**src/rtl/tiny32_io_timer.sv**
```systemverilog
// tiny32_io_timer: memory-mapped prescaled down-counting timer with interrupt on the tiny32 io bus
module tiny32_io_timer #(
  parameter logic [31:0] BASE_ADDRESS = 32'h0000_0100,
  parameter int PRESCALER_BITS = 16
) (
  input  logic        clk,
  input  logic        reset,
  input  logic        io_req,
  input  logic        io_nwr,
  input  logic [31:0] io_address,
  input  logic [31:0] io_data_in,
  output logic [31:0] io_data_out,
  output logic        io_ready,
  output logic        irq,
  input  logic        irq_ack
);
  logic en, auto_reload, ie, pend;
  logic [PRESCALER_BITS-1:0] prescale, pc;
  logic [31:0] reload, count, rdata;
  logic sel, acc, wr, wr_ctrl, wr_pre, wr_cnt, w1c, tick, expire;
  logic [1:0] idx;
  logic unused_addr;
  assign unused_addr = ^io_address[1:0];
  assign sel = io_req && io_address[31:4] == BASE_ADDRESS[31:4];
  assign acc = sel && !io_ready;
  assign wr = acc && !io_nwr;
  assign idx = io_address[3:2];
  assign wr_ctrl = wr && idx == 2'd0;
  assign wr_pre = wr && idx == 2'd1;
  assign wr_cnt = wr && idx == 2'd2;
  assign w1c = wr && idx == 2'd3 && io_data_in[0];
  assign tick = en && pc == prescale && !wr_cnt;
  assign expire = tick && count == 32'd0;
  assign irq = pend && ie;
  always_comb begin
    rdata = idx == 2'd0 ? {29'd0, ie, auto_reload, en} :
            idx == 2'd1 ? 32'(prescale) :
            idx == 2'd2 ? count : {31'd0, pend};
  end
  always_ff @(posedge clk) begin
    if (reset) begin
      io_ready <= 1'b0;
      io_data_out <= '0;
      en <= 1'b0;
      auto_reload <= 1'b0;
      ie <= 1'b0;
      prescale <= '0;
      reload <= '0;
      count <= '0;
      pc <= '0;
      pend <= 1'b0;
    end else begin
      io_ready <= acc;
      io_data_out <= acc && io_nwr ? rdata : '0;
      en <= wr_ctrl ? io_data_in[0] : en && !(expire && !auto_reload);
      auto_reload <= wr_ctrl ? io_data_in[1] : auto_reload;
      ie <= wr_ctrl ? io_data_in[2] : ie;
      prescale <= wr_pre ? io_data_in[PRESCALER_BITS-1:0] : prescale;
      reload <= wr_cnt ? io_data_in : reload;
      count <= wr_cnt ? io_data_in : !tick ? count : expire ? (auto_reload ? reload : '0) : count - 32'd1;
      pc <= (wr_cnt || !en || pc == prescale) ? '0 : pc + 1'b1;
      pend <= expire || (pend && !irq_ack && !w1c);
    end
  end
endmodule

```
**config.mk**
```make
export PLATFORM = sky130hd
export DESIGN_NAME = tiny32_io_timer
export DESIGN_NICKNAME = d
export VERILOG_FILES = /design/src/rtl/tiny32_io_timer.sv
export SDC_FILE = /design/constraint.sdc
export NUM_CORES = 1
export LEC_CHECK = 0
export CORE_MARGIN = 2
export CORE_UTILIZATION = 57
export DETAILED_ROUTE_END_ITERATION = 8
export DONT_BUFFER_PORTS = 1
export PLACE_DENSITY = 0.87
export SLEW_MARGIN = 20
export SYNTH_ARGS = -nofsm -noshare
export SYNTH_HDL_FRONTEND = slang
export SYNTH_SLANG_ARGS = --single-unit
```
**constraint.sdc**
```tcl
create_clock -name clk -period 2.15 [get_ports clk]
set_input_delay 0.1075 -clock clk [delete_from_list [all_inputs] [get_ports clk]]
set_output_delay 0.1075 -clock clk [all_outputs]
set_load 0.03 [all_outputs]
```
==> impl_metrics.py <==
metrics = {
    "setup_path": {
        "critPathRequiredTime_ns": 2.56,
        "cp-start-kind": "register",
        "arrival_ns": 2.74,
        "worstSetupPathType": "reg -> reg",
        "path_max_fanout": 8,
        "cp-end-kind": "register",
    },
    "sta": {
        "finalCritPeriodShare_pct": 108,
        "finalWorstSetupSlack_ns": -0.179,
        "finalWorstPathRequiredPeriod_ns": 2.33,
        "worstMarginPinSlew_ns": 0.514,
        "max_slew_margin_pct": 65.7,
        "fin_skew_ns": 0.0113,
        "final_max_slew_viol_count": 0,
        "finalSetupViolations": 23,
        "rsz0062_at_grt": "true",
        "fmax_mhz": 429,
        "timing.final.hold_violations": 0,
    },
    "synthesis": {
        "yosys-top-cells-area": "dfxtp_1 (43%), nand2_1 (6.9%), a21oi_1 (6.8%), xnor2_1 (5.3%), nor2_1 (4.8%)",
        "async_flop_share_pct": 0,
        "avgSynthCellArea_sq_um": 8.14,
        "post-synth-top-area-cell": "dfxtp_1",
        "yosys_warnings": 0,
        "synth_cell_types": 51,
        "syn_inst": 764,
        "synth_top_area_share_pct": 42.8,
        "ys_seq_elements": 133,
        "postSynthNetCount": 836,
        "seq_area_frac_synth_pct": 42.8,
        "synth_ff_type": "dfxtp_1",
        "synth_edf_count": 0,
        "synth_area_sq_um": 6220,
    },
    "routing": {
        "drtIter0Drc": 1164,
        "ant_nets": 0,
        "wire_per_inst_microns": 22.2,
        "num_vias": 7018,
        "wl_mm": 23.0,
        "drtPass1Iterations": 6,
        "drc": 0,
        "viasPerCell": 6.79,
    },
    "clock_tree": {
        "cts_buffers": 17,
        "cts_tree": "built",
        "clk_pin_slew_ns": 0.07,
        "htreeDepth": 4,
        "cts_max_path_buffers": 2,
        "cts.sinks": 133,
        "clk_latency_ns": 0.55,
        "clockRootBuffer": "clkbuf_8",
    },
    "grt": {
        "antenna_found_initial": 0,
        "grt_pass1_wl_mm": 30.9,
        "track_usage_pct": 33.6,
        "grt_max_degree": 85,
        "grt_pass1_vias": 6332,
        "overflow": 0,
    },
    "die": {
        "rows": 38,
        "die_w_microns": 108,
        "die_h_microns": 108,
        "dieArea_sq_um": 11800,
        "start_util_pct": 57.9,
        "io_pins": 103,
        "core_sq_um": 10700,
    },
    "power_and_ir_drop": {
        "p_seq_share_pct": 44.0,
        "switching_share_pct": 21.1,
        "switching_power_mw": 1.18,
        "vdd_drop_max_mv": 1.08,
        "power_density_nw_per_um2": 656,
        "p_leak_nw": 3.19,
        "p_comb_share_pct": 2.6,
        "power_frac_clock_pct": 53.4,
        "finalPower_mw": 5.59,
        "p_int_mw": 4.41,
    },
    "placed_design": {
        "gp_congestion": 0.935,
        "pre_cts_slack_ns": -0.203,
        "place_area_sq_um": 6940,
        "io_buffers": 0,
        "hpwlAfterDp_mm": 12.6,
        "dp.cells": 946,
    },
    "status": {
        "status": "complete, but fails checks",
        "violations": "negative setup slack",
    },
    "final_layout": {
        "stdcell_count": 1034,
        "fin_area_sq_um": 8530,
        "final_common_cell": "dfxtp_1",
        "nets": 954,
        "final_core_util_pct": 79.4,
        "syn_to_final_growth_pct": 37.1,
        "antenna-diode-count": 0,
        "drive_above_1_share_pct": 25.1,
        "layout_common_cells": "dfxtp_1 (119), nand2_1 (109), buf_4 (99), nor2_1 (77), a21oi_1 (77)",
    },
    "job": {
        "cap_violations": 0,
    },
    "worst_hold_path": {
        "hold_class": "in -> reg",
    },
}
routing by layer:
layer / GRT usage, % / up-vias / wire length [microns]
li1: - / 2939 / -
met1: 39.1 / 3266 / 8000
met2: 55.2 / 620 / 10800
met3: 9.76 / 193 / 2460
met4: 19.1 / 0 / 1720
met5: 0 / - / 0
synth_stat cells, types with 3 or more instances:
cell	n
a211oi_1	27
a21oi_1	85
a22oi_1	14
a31oi_1	5
and2_1	19
and3_1	3
buf_2	5
clkbuf_1	45
dfxtp_1	133
ha_1	3
inv_1	6
mux2i_1	9
nand2_1	115
nand3_1	24
nand4_1	12
nor2_1	79
nor3_1	26
nor4_1	25
nor4_4	3
nor4b_1	5
o211ai_1	11
o21ai_0	10
or3_1	6
or4_1	5
xnor2_1	38
xor2_1	12
power by group through the flow:
| stage | Clock (mW) | Sequential (mW) | Combinational (mW) |
|---|---|---|---|
| floorplan | 0 | 2.52 | 0.0466 |
| global placement | 0 | 2.52 | 0.0294 |
| detailed placement | 0 | 2.52 | 0.0306 |
| CTS | 2.95 | 2.47 | 0.0487 |
| global route | 3.08 | 2.46 | 0.151 |
| finish | 2.98 | 2.46 | 0.146 |
worst max-delay path, stage by stage, from the launching register on:
cell	delay [ns]
dfxtp_4	0.37
nor4_4	0.29
buf_4	0.18
nand4_4	0.16
or3_4	0.41
buf_8	0.17
a21oi_1	0.20
a211oi_1	0.09
a211oi_1	0.22
nor3_1	0.10
logic make-up (layout without fill, tap and decap cells):
logic type | count (synthesis) | count (layout) | share of synthesized area, %
xor+xnor | 50 | 50 | 7.04
compound gates | 168 | 168 | 16.4
buf+inv | 58 | 188 | 3.62
flops | 133 | 133 | 42.8
fa+ha+maj | 3 | 3 | 0.603
simple gates | 340 | 340 | 27.2
mux | 12 | 12 | 2.29
registers in the layout, indices dropped and copies added, names as in the netlist:
register,flops
pc,16
en,1
ie,1
auto_reload,1
io_data_out,32
prescale,16
pend,1
reload,32
io_ready,1
count,32
cell type report:
cell class | instances | area [sq um]
fillers | 537 | 2220
well taps | 140 | 175
flip-flops and latches | 133 | 2690
clock inverters | 8 | 123
inverters | 6 | 27.5
multi-input cells | 573 | 3710
repair buffers | 151 | 1330
clock buffers | 23 | 477
what timing repair did:
item	in CTS	in global routing
pin swaps	7	30
cloned	1	1
endpoints found under the hold margin	100	84
setup endpoints to repair	24	50
setup buffers	2	13
hold buffers	9	32
gates resized for setup	25	78
metrics by stage:
| step | hold WS, ns | TNS, ns |
|---|---|---|
| after global placement | 0.194 | -0.384 |
| final | 0.0414 | -1.87 |
| after detailed placement | 0.191 | -1.32 |
| after floorplan | 0.207 | 0 |
| after CTS | -0.371 | -0.0759 |
| after global routing | 0.0693 | -4.01 |
worst paths after layout:
| kind | from | end | slack, ns | cells past startpoint |
|---|---|---|---|---|
| setup / recovery | count[11]$_SDFFE_PP0P_ | count[25]$_SDFFE_PP0P_ | -0.18 | 9 |
| hold / removal | io_address[2] | io_data_out[1]$_SDFF_PP0_ | 0.04 | 4 |
| setup reg to reg | count[11]$_SDFFE_PP0P_ | count[25]$_SDFFE_PP0P_ | -0.18 | 9 |
| hold reg to reg | reload[16]$_SDFFE_PP0P_ | reload[16]$_SDFFE_PP0P_ | 0.45 | 2 |
Power figures use the tool's default switching activity.
